**config.mk**
```make
export PLATFORM = sky130hd
export DESIGN_NAME = voice_allocator
export DESIGN_NICKNAME = d
export VERILOG_FILES = /design/src/rtl/voice_allocator_pkg.sv /design/src/rtl/voice_lru_rank.sv /design/src/rtl/voice_allocator.sv
export SDC_FILE = /design/constraint.sdc
export NUM_CORES = 1
export LEC_CHECK = 0
export CORE_ASPECT_RATIO = 1.2
export CORE_MARGIN = 1.5
export CORE_UTILIZATION = 45
export CTS_CLUSTER_SIZE = 14
export DETAILED_ROUTE_END_ITERATION = 8
export DONT_BUFFER_PORTS = 1
export HOLD_SLACK_MARGIN = 0.03
export RECOVER_POWER = 50
export SYNTH_ARGS = -nofsm -noshare
export SYNTH_HDL_FRONTEND = slang
export SYNTH_HIERARCHICAL = 1
export SYNTH_SLANG_ARGS = --single-unit
```
**constraint.sdc**
```tcl
create_clock -name OSC_CLK -period 13.78 [get_ports OSC_CLK]
set_input_delay 2.756 -clock OSC_CLK [delete_from_list [all_inputs] [get_ports OSC_CLK]]
set_output_delay 2.756 -clock OSC_CLK [all_outputs]
set_load 0.02 [all_outputs]
```
**src/rtl/voice_allocator_pkg.sv**
```systemverilog
// Shared definitions for the voice allocator.
// - alloc_state_e : allocator FSM encoding (IDLE=0, SCAN=1, COMMIT=2)
// - note_evt_t    : latched MIDI note event
// - zext7         : key/velocity zero-extension to the engine's 8-bit buses
package voice_allocator_pkg;

  typedef enum logic [1:0] {
    ST_IDLE   = 2'd0,
    ST_SCAN   = 2'd1,
    ST_COMMIT = 2'd2
  } alloc_state_e;

  typedef struct packed {
    logic       on;
    logic [6:0] key;
    logic [6:0] vel;
  } note_evt_t;

  function automatic logic [7:0] zext7(input logic [6:0] v);
    return {1'b0, v};
  endfunction

endpackage

```
**src/rtl/voice_lru_rank.sv**
```systemverilog
// Least-recently-allocated ranking for the voice pool.
// Ports:
//   clk, rst_n : clock, async active-low reset
//   alloc      : one-cycle strobe, voice `target` was just allocated
//   target     : allocated voice index
//   rank       : per-voice rank, 0 = newest, VOICES-1 = oldest
//   oldest     : lowest-index voice holding rank VOICES-1
module voice_lru_rank #(
  parameter int VOICES  = 8,
  parameter int V_WIDTH = 3
) (
  input  logic                              clk,
  input  logic                              rst_n,
  input  logic                              alloc,
  input  logic [V_WIDTH-1:0]                target,
  output logic [VOICES-1:0][V_WIDTH-1:0]    rank,
  output logic [V_WIDTH-1:0]                oldest
);

  logic [V_WIDTH-1:0] tgt_rank;
  assign tgt_rank = rank[target];

  // Target moves to the front; everything that was newer than it ages by one.
  // Voices older than the target keep their rank, so ranks stay a permutation.
  always_ff @(posedge clk or negedge rst_n) begin
    if (!rst_n) begin
      for (int i = 0; i < VOICES; i++) rank[i] <= V_WIDTH'(i);
    end else if (alloc) begin
      for (int i = 0; i < VOICES; i++) begin
        if (V_WIDTH'(i) == target)   rank[i] <= '0;
        else if (rank[i] < tgt_rank) rank[i] <= rank[i] + 1'b1;
      end
    end
  end

  always_comb begin
    oldest = '0;
    for (int i = VOICES - 1; i >= 0; i--)
      if (rank[i] == V_WIDTH'(VOICES - 1)) oldest = V_WIDTH'(i);
  end

endmodule

```
**src/rtl/voice_allocator.sv**
```systemverilog
// Assigns MIDI note-on/off events to synth voices and drives synth_engine's
// note-event inputs. Each event takes VOICES+2 cycles: accept, one scan cycle
// per voice, commit.
// Ports:
//   OSC_CLK, reset_reg_N           : clock, async active-low reset
//   evt_valid/evt_ready            : event handshake (ready only in IDLE)
//   evt_on, evt_key, evt_vel       : note-on flag, key, velocity
//   sustain                        : sustain pedal level
//   voice_free                     : engine envelope-idle per voice
//   keys_on                        : per-voice gate (held | sustained)
//   note_on                        : one-cycle strobe per allocated note-on
//   cur_key_adr/val, cur_vel_on/off: last committed event towards the engine
module voice_allocator
  import voice_allocator_pkg::*;
#(
  parameter int VOICES  = 8,
  parameter int V_WIDTH = 3
) (
  input  logic               OSC_CLK,
  input  logic               reset_reg_N,
  input  logic               evt_valid,
  output logic               evt_ready,
  input  logic               evt_on,
  input  logic [6:0]         evt_key,
  input  logic [6:0]         evt_vel,
  input  logic               sustain,
  input  logic [VOICES-1:0]  voice_free,
  output logic [VOICES-1:0]  keys_on,
  output logic               note_on,
  output logic [V_WIDTH-1:0] cur_key_adr,
  output logic [7:0]         cur_key_val,
  output logic [7:0]         cur_vel_on,
  output logic [7:0]         cur_vel_off
);

  alloc_state_e state, state_nx;
  note_evt_t    evt;

  logic [V_WIDTH-1:0]             idx;
  logic [VOICES-1:0][6:0]         key;
  logic [VOICES-1:0]              held, sus;
  logic                           sus_q;

  logic                           m_found, f_found, o_found;
  logic [V_WIDTH-1:0]             m_idx, f_idx, o_idx;

  logic [VOICES-1:0][V_WIDTH-1:0] rank;
  logic [V_WIDTH-1:0]             oldest;

  logic               accept, scan_last, do_on, do_off, sus_fall;
  logic [V_WIDTH-1:0] tgt, steal_idx;

  // Ready is gated by reset so it reads 0 while reset is held.
  assign evt_ready = (state == ST_IDLE) && reset_reg_N;
  assign keys_on   = held | sus;
  assign sus_fall  = sus_q && !sustain;

  always_ff @(posedge OSC_CLK or negedge reset_reg_N) begin
    if (!reset_reg_N) state <= ST_IDLE;
    else              state <= state_nx;
  end

  always_comb begin
    state_nx  = state;
    accept    = 1'b0;
    scan_last = 1'b0;
    case (state)
      ST_IDLE: if (evt_valid) begin
        accept   = 1'b1;
        state_nx = ST_SCAN;
      end
      ST_SCAN: if (idx == V_WIDTH'(VOICES - 1)) begin
        scan_last = 1'b1;
        state_nx  = ST_COMMIT;
      end
      ST_COMMIT: state_nx = ST_IDLE;
      default:   state_nx = ST_IDLE;
    endcase
  end

  // Ranks do not move during a scan, so the scanned oldest always exists;
  // the rank block's own oldest is only a fallback.
  assign steal_idx = o_found ? o_idx : oldest;
  assign tgt       = m_found ? m_idx : (f_found ? f_idx : steal_idx);
  assign do_on     = (state == ST_COMMIT) && evt.on;
  assign do_off    = (state == ST_COMMIT) && !evt.on && m_found;

  voice_lru_rank #(.VOICES(VOICES), .V_WIDTH(V_WIDTH)) u_lru (
    .clk    (OSC_CLK),
    .rst_n  (reset_reg_N),
    .alloc  (do_on),
    .target (tgt),
    .rank   (rank),
    .oldest (oldest)
  );

  always_ff @(posedge OSC_CLK or negedge reset_reg_N) begin
    if (!reset_reg_N) begin
      evt         <= '0;
      idx         <= '0;
      key         <= '0;
      held        <= '0;
      sus         <= '0;
      sus_q       <= 1'b0;
      m_found     <= 1'b0;
      f_found     <= 1'b0;
      o_found     <= 1'b0;
      m_idx       <= '0;
      f_idx       <= '0;
      o_idx       <= '0;
      note_on     <= 1'b0;
      cur_key_adr <= '0;
      cur_key_val <= '0;
      cur_vel_on  <= '0;
      cur_vel_off <= '0;
    end else begin
      sus_q   <= sustain;
      note_on <= 1'b0;

      if (accept) begin
        evt     <= '{on: evt_on, key: evt_key, vel: evt_vel};
        idx     <= '0;
        m_found <= 1'b0;
        f_found <= 1'b0;
        o_found <= 1'b0;
      end

      // First hit of each class wins; voice_free is only looked at here.
      if (state == ST_SCAN) begin
        if (!scan_last) idx <= idx + 1'b1;
        if (!m_found && key[idx] == evt.key && (held[idx] || sus[idx])) begin
          m_found <= 1'b1;
          m_idx   <= idx;
        end
        if (!f_found && voice_free[idx] && !held[idx]) begin
          f_found <= 1'b1;
          f_idx   <= idx;
        end
        if (!o_found && rank[idx] == V_WIDTH'(VOICES - 1)) begin
          o_found <= 1'b1;
          o_idx   <= idx;
        end
      end

      if (do_on) begin
        held[tgt]   <= 1'b1;
        sus[tgt]    <= 1'b0;
        key[tgt]    <= evt.key;
        note_on     <= 1'b1;
        cur_key_adr <= tgt;
        cur_key_val <= zext7(evt.key);
        cur_vel_on  <= zext7(evt.vel);
      end

      if (do_off) begin
        held[tgt]   <= 1'b0;
        sus[tgt]    <= sustain;
        cur_key_adr <= tgt;
        cur_vel_off <= zext7(evt.vel);
      end

      // Pedal release beats a same-cycle sustain write from COMMIT.
      if (sus_fall) sus <= '0;
    end
  end

endmodule

```
==> results of run 1 <==
[kinds of logic after synthesis]
family	count (synthesis)
compound gates	118
xor+xnor	7
fa+ha+maj	34
buf+inv	62
flops	154
mux	148
other cells	1
simple gates	182
[cells in the final DEF (no fill, tap or decap), types with 16 or more instances in the layout]
cell type | synthesis | layout
clkbuf_16 | 0 | 17
nand2_1 | 41 | 41
nor2_1 | 16 | 16
nand4_1 | 20 | 20
o211ai_1 | 17 | 17
mux2_2 | 89 | 89
dfrtp_1 | 142 | 141
mux4_2 | 22 | 22
inv_1 | 18 | 18
mux2i_1 | 18 | 16
ha_1 | 34 | 34
o21ai_0 | 29 | 29
[power by group through the flow]
stage | sequential [mW] | clock, mW | combinational [mW]
2_1_floorplan | 0.621 | 0 | 0.458
3_3_place_gp | 0.684 | 0 | 0.491
3_5_place_dp | 0.690 | 0 | 0.507
4_1_cts | 0.683 | 0.476 | 0.508
5_1_grt | 0.700 | 0.496 | 0.553
6_report | 0.681 | 0.467 | 0.509
[path summary, 6_finish.rpt]
path                                             from                         end  slack, ps
min in group asynchronous                 reset_reg_N  u_lru/rank[12]$_DFFE_PN0P_       2030
min                               key[34]$_DFFE_PN0P_         key[34]$_DFFE_PN0P_        490
max reg2reg                u_lru/rank[19]$_DFFE_PN1P_   u_lru/rank[1]$_DFFE_PN0P_       7840
max in group asynchronous                 reset_reg_N   u_lru/rank[7]$_DFFE_PN1P_      11540
min reg2reg                       key[34]$_DFFE_PN0P_         key[34]$_DFFE_PN0P_        490
max                                       reset_reg_N                   evt_ready       7640
[flip-flops by register name, indices dropped and copies added (netlist names), 7 cells and up]
name,count
cur_vel_on,7
sus,8
cur_key_val,7
evt,15
cur_vel_off,7
key,56
u_lru/rank,24
held,8
[layer usage]
| layer | share of wire | track usage |
|---|---|---|
| met1 | 0.42 | 0.260 |
| met2 | 0.52 | 0.373 |
| met5 | 0 | 0 |
| met3 | 0.041 | 0.0400 |
| met4 | 0.015 | 0.0733 |
[final cells by class]
| type | count | area [um2] |
|---|---|---|
| clock buffer | 23 | 478 |
| clock inverter | 9 | 113 |
| fill | 1644 | 9470 |
| inverter | 21 | 78.8 |
| multi-input combinational | 492 | 4400 |
| sequential | 154 | 3870 |
| tap | 256 | 320 |
| timing repair buffer | 8 | 56.3 |
[through the flow]
step,area [um2],util,setup slack [ps]
2_1_floorplan,8570,-,7750
3_3_place_gp,8730,0.465,7670
3_5_place_dp,8730,0.465,7620
4_1_cts,9320,0.496,7630
5_1_grt,9310,0.496,7340
6_report,9310,0.496,7640
==> results.py, run 1 <==
metrics = {
    "power_and_ir_drop": {
        "switchingPower_mw": 0.602,
        "peakVddDrop_uv": 101,
        "p_leak_nw": 4.21,
        "combPwrFrac": 0.307,
        "pwr-share-seq": 0.411,
        "p_sw_frac": 0.363,
        "powerDensity_nw_per_um2": 178,
        "total_power_mw": 1.66,
        "p_clk_frac": 0.282,
        "p_int_mw": 1.06,
    },
    "timing": {
        "max-slew-margin-rel": -0.127,
        "timing.setup.tns_ps": 0,
        "rsz0062_at_grt": "no",
        "period_minus_slack_ps": 6140,
        "fin_crit_sh": 0.445,
        "fmax_mhz": 163,
        "finClkSkew_ps": 11.5,
        "hold_viol_final": 0,
        "setup_viol": 0,
        "drv_slew": 26,
        "hold_slack_ps": 486,
        "tightestPinTransition_ps": 1690,
    },
    "worst_setup_path": {
        "critPathBufInv": 0,
        "endpoint_kind": "output port",
        "cpPeakStageDelay_ps": 590,
        "crit_path_max_fanout": 155,
        "r2r_cells": 16,
        "startpoint_type": "input pin",
        "path_cells": "nor3b_1",
        "critical_path_depth": 1,
        "critPathArrivalTime_ps": 3380,
        "slowest_stage": "nor3b_1",
        "critPathKind": "in -> out",
        "required_ps": 11020,
        "crit_family": "simple AND/OR/NAND/NOR gates",
    },
    "floorplan": {
        "core_um2": 18800,
        "die_x_um": 129,
        "initial_core_util": 0.456,
        "die_y_um": 154,
        "io_pins": 64,
        "placementRows": 55,
        "die_area_um2": 19900,
    },
    "global_route": {
        "grt_pass1_wl_mm": 32.6,
        "antenna_found_initial": 0,
        "grt_pass1_vias": 6067,
        "grt_start_max_net_pins": 156,
        "track_usage": 0.213,
        "gr-total-overflow": 0,
    },
    "clocking": {
        "ctsLongestPathBuffers": 2,
        "cts_buffers": 17,
        "clkTransAtPathRegs_ps": 60,
        "clock-sinks": 154,
        "clock-root-buffer": "clkbuf_16",
        "post-cts-setup-buffers": 0,
        "cts_tree": "done",
        "ctsResizeCount": 0,
        "clk_latency_ps": 430,
        "holdBufCountCts": 0,
        "h-tree-depth": 4,
    },
    "routing": {
        "drt-wirelength-per-cell_um": 21.1,
        "num_vias": 5801,
        "via_per_inst": 6.02,
        "final_antenna_net_count": 0,
        "finalWirelength_mm": 20.3,
        "drt_first_pass_iters": 5,
        "drcViolationCount": 0,
        "drtIter0Drc": 404,
    },
    "finish": {
        "syn_to_final_growth_pct": 8.74,
        "post_layout_nonfiller_instances": 963,
        "final_nets": 755,
        "antenna_cells": 0,
        "drive_gt1_frac": 0.281,
    },
    "synth": {
        "yosysSeqAreaShare": 0.452,
        "yosysMostFrequentCell": "dfrtp_1",
        "synth_common_cells": "142 x dfrtp_1, 89 x mux2_2, 41 x nand2_1, 34 x ha_1, 29 x o21ai_0",
        "synthCells": 706,
        "syn_area_per_cell_um2": 12.1,
        "yosys.area.top_type": "dfrtp_1",
        "synth-async-reset-ratio": 1.00,
        "synthAdderAreaFrac": 0.0497,
        "synth_top_family_by_area": "multiplexers",
        "synth_compound_area_frac": 0.0982,
        "synth_seq_cells": 154,
        "synth_edf_count": 0,
        "synth_top_area_share": 0.415,
        "ys_warn_count": 6,
        "synth-main-ff-cell": "dfrtp_1",
        "yosysUniqueCellTypes": 65,
        "yosys-mux-area-fraction": 0.227,
        "synthTopCellsByArea": "dfrtp_1 41%, mux2_2 12%, mux4_2 5.8%",
        "synth_xor_area_frac": 0.00716,
        "synthSimpleGateAreaFrac": 0.129,
        "synth.cell_area_um2": 8560,
    },
    "hold_path": {
        "whs_path_depth": 1,
        "hp-class": "reg -> reg",
    },
    "placement": {
        "gp_congestion": 0.788,
        "portBuffers": 0,
        "hpwl_mm": 13.5,
        "dpl.cell_count": 931,
    },
    "run_status": {
        "failed_checks": "max-capacitance violations, max-slew violations",
        "status": "finished, violations left",
    },
    "flow_run": {
        "max-cap-violations": 2,
    },
}
Power figures use the tool's default switching activity.
==> inputs of run 2 (changes only) <==
==> constraint.sdc (replaced) <==
create_clock -name OSC_CLK -period 6.25 [get_ports OSC_CLK]
set_input_delay 1.25 -clock OSC_CLK [delete_from_list [all_inputs] [get_ports OSC_CLK]]
set_output_delay 1.25 -clock OSC_CLK [all_outputs]
set_load 0.02 [all_outputs]
==> run 2 against run 1 <==
  * Count of clock-buffer cells in the layout down 1
  * The run still ends with max-capacitance violations, max-slew violations left
  * Utilization is 0.30 points higher
  * Routed wire length down 0.56%
  * Critical path type is now reg -> reg
  * Combinational power increased by 120%
  * Non-clock buffer count increased by 2
  * Flip-flop and latch count unchanged
  * Clock power up 140%
  * Worst setup slack worse by 6400 ps
  * Register-to-register slack got worse by 6600 ps
==> results.py, run 2 (synthesis results as in run 1) <==
metrics = {
    "run_status": {
        "status": "finished, violations left",
        "failed_checks": "max-capacitance violations, max-slew violations",
    },
    "clocking": {
        "clk_latency_ps": 430,
        "ctsLongestPathBuffers": 2,
        "holdBufCountCts": 0,
        "ctsResizeCount": 0,
        "cts_buffers": 17,
        "h-tree-depth": 4,
        "clkTransAtPathRegs_ps": 60,
        "cts_tree": "done",
        "post-cts-setup-buffers": 0,
        "clock-sinks": 154,
        "clock-root-buffer": "clkbuf_16",
    },
    "worst_setup_path": {
        "r2r-start": "u_lru/rank[21]$_DFFE_PN1P_",
        "crit_family": "compound AO/OA/AOI/OAI gates",
        "path_cells": "ha_1 -> ha_1 -> nand2b_1 -> a21oi_1 -> o21bai_1 -> a21oi_1 -> mux2i_1 -> o21ai_1 -> a21boi_1 -> buf_4 -> inv_1 -> buf_4 -> mux4_2 -> mux2i_1 -> buf_4 -> ha_1 -> a2111oi_0 -> nand2_1 -> o211ai_1",
        "slowest_stage": "a2111oi_0",
        "endpoint_kind": "flop",
        "reg2reg_to": "u_lru/rank[22]$_DFFE_PN1P_",
        "crit_path_max_fanout": 20,
        "critPathArrivalTime_ps": 5310,
        "r2r_cells": 19,
        "required_ps": 6590,
        "cpPeakStageDelay_ps": 750,
        "ff2ff_setup_slack_ps": 1270,
        "startpoint_type": "flop",
        "critPathBufInv": 4,
        "critPathKind": "reg -> reg",
    },
    "timing": {
        "setup_viol": 0,
        "tightestPinTransition_ps": 2070,
        "hold_viol_final": 0,
        "fin_crit_sh": 0.797,
        "timing.setup.tns_ps": 0,
        "max-slew-margin-rel": -0.383,
        "finClkSkew_ps": 12.1,
        "rsz0062_at_grt": "no",
        "period_minus_slack_ps": 4980,
        "fmax_mhz": 201,
        "drv_slew": 39,
    },
    "hold_path": {
        "hp-class": "reg -> reg",
        "hold_path.startpoint": "key[33]$_DFFE_PN0P_",
        "whs_path_depth": 1,
        "hold_path_end": "key[33]$_DFFE_PN0P_",
    },
    "routing": {
        "via_per_inst": 6.02,
        "drcViolationCount": 0,
        "finalWirelength_mm": 20.2,
        "num_vias": 5811,
        "final_antenna_net_count": 0,
        "drt-wirelength-per-cell_um": 20.9,
        "drtIter0Drc": 355,
        "drt_first_pass_iters": 6,
    },
    "power_and_ir_drop": {
        "total_power_mw": 3.74,
        "powerDensity_nw_per_um2": 399,
        "p_leak_nw": 4.24,
        "peakVddDrop_uv": 210,
    },
    "finish": {
        "final_cell_mix": "142 x dfrtp_1, 89 x mux2_2, 41 x nand2_1",
        "layout_commonest_cell": "dfrtp_1",
        "reg_top3": "key x56, u_lru/rank x24, evt x15",
        "top_register": "key",
        "largest_reg_flops": 56,
        "drive_gt1_frac": 0.283,
        "final_nets": 757,
        "antenna_cells": 0,
        "fillers": 1648,
        "syn_to_final_growth_pct": 9.39,
    },
    "floorplan": {
        "initial_core_util": 0.456,
        "core_um2": 18800,
        "die_y_um": 154,
        "io_pins": 64,
        "die_x_um": 129,
        "placementRows": 55,
        "die_area_um2": 19900,
    },
    "placement": {
        "gp_congestion": 0.844,
        "hpwl_mm": 13.6,
        "portBuffers": 0,
    },
    "global_route": {
        "antenna_found_initial": 0,
        "gr-total-overflow": 0,
        "track_usage": 0.212,
        "grt_pass1_wl_mm": 32.6,
        "grt_start_max_net_pins": 156,
        "grt_pass1_vias": 6037,
    },
    "flow_run": {
        "max-cap-violations": 1,
    },
}
==> run 2: cell count changes in the layout (fill, tap and decap cells not counted) <==
cell | before | now
dfrtp_2 | 1 | 0
dfrtp_1 | 141 | 142
buf_4 | 7 | 10
clkbuf_1 | 4 | 3
clkinvlp_4 | 4 | 3
clkbuf_8 | 3 | 2
and2_0 | 0 | 1
and2_1 | 3 | 2
bufinv_16 | 2 | 4
==> run 2: stage by stage <==
stage	hold WS, ps	utilization	instance area [um2]	std cells	setup slack (ps)
finish	493	0.499	9370	965	1270
global route	498	0.499	9370	965	962
CTS	494	0.499	9380	965	1340
detailed placement	480	0.466	8750	933	1350
global placement	470	0.466	8750	933	1610
floorplan	450	-	8570	708	1690
==> run 2: area by class of cell <==
type / instances / area [um2] / area share
multi-input cells: 492 / 4400 / 0.469
flip-flops and latches: 154 / 3870 / 0.413
clock buffers: 22 / 464 / 0.0495
well taps: 256 / 320 / 0.0342
clock inverters: 10 / 165 / 0.0176
inverters: 21 / 78.8 / 0.00841
repair buffers: 10 / 75.1 / 0.00801
==> run 2: how the worst max path moves through the flow <==
| stage | slack (ps) | cells past startpoint | to | from |
|---|---|---|---|---|
| floorplan | 1690 | 20 | u_lru/rank[22]$_DFFE_PN1P_ | u_lru/rank[18]$_DFFE_PN0P_ |
| global placement | 1610 | 19 | u_lru/rank[1]$_DFFE_PN0P_ | u_lru/rank[18]$_DFFE_PN0P_ |
| detailed placement | 1350 | 19 | u_lru/rank[23]$_DFFE_PN1P_ | u_lru/rank[21]$_DFFE_PN1P_ |
| CTS | 1340 | 19 | u_lru/rank[23]$_DFFE_PN1P_ | u_lru/rank[21]$_DFFE_PN1P_ |
| global route | 960 | 19 | u_lru/rank[22]$_DFFE_PN1P_ | u_lru/rank[15]$_DFFE_PN1P_ |
| finish | 1270 | 19 | u_lru/rank[22]$_DFFE_PN1P_ | u_lru/rank[21]$_DFFE_PN1P_ |
==> run 2: metal layers <==
metal / vias to the layer above / part of all wire / global-route usage / wire (um)
li1: 2635 / - / - / -
met1: 2983 / 0.43 / 0.275 / 8770
met2: 154 / 0.51 / 0.347 / 10200
met3: 39 / 0.035 / 0.0449 / 700
met4: 0 / 0.025 / 0.0840 / 503
met5: - / 0 / 0 / 0
==> run 2: worst register-to-register path, cell delays in order (launching register included) <==
cell and delay [ps]:
dfstp_2 620, ha_1 170, ha_1 180, nand2b_1 70
a21oi_1 140, o21bai_1 80, a21oi_1 160, mux2i_1 90
o21ai_1 120, a21boi_1 80, buf_4 180, inv_1 300
buf_4 310, mux4_2 520, mux2i_1 380, buf_4 230
ha_1 240, a2111oi_0 750, nand2_1 130, o211ai_1 150
==> run 2: power breakdown <==
group          internal [mW]  leakage (nW)  switching [mW]
clock                  0.691         0.297           0.416
combinational          0.519          1.89           0.578
sequential              1.20          2.05           0.340
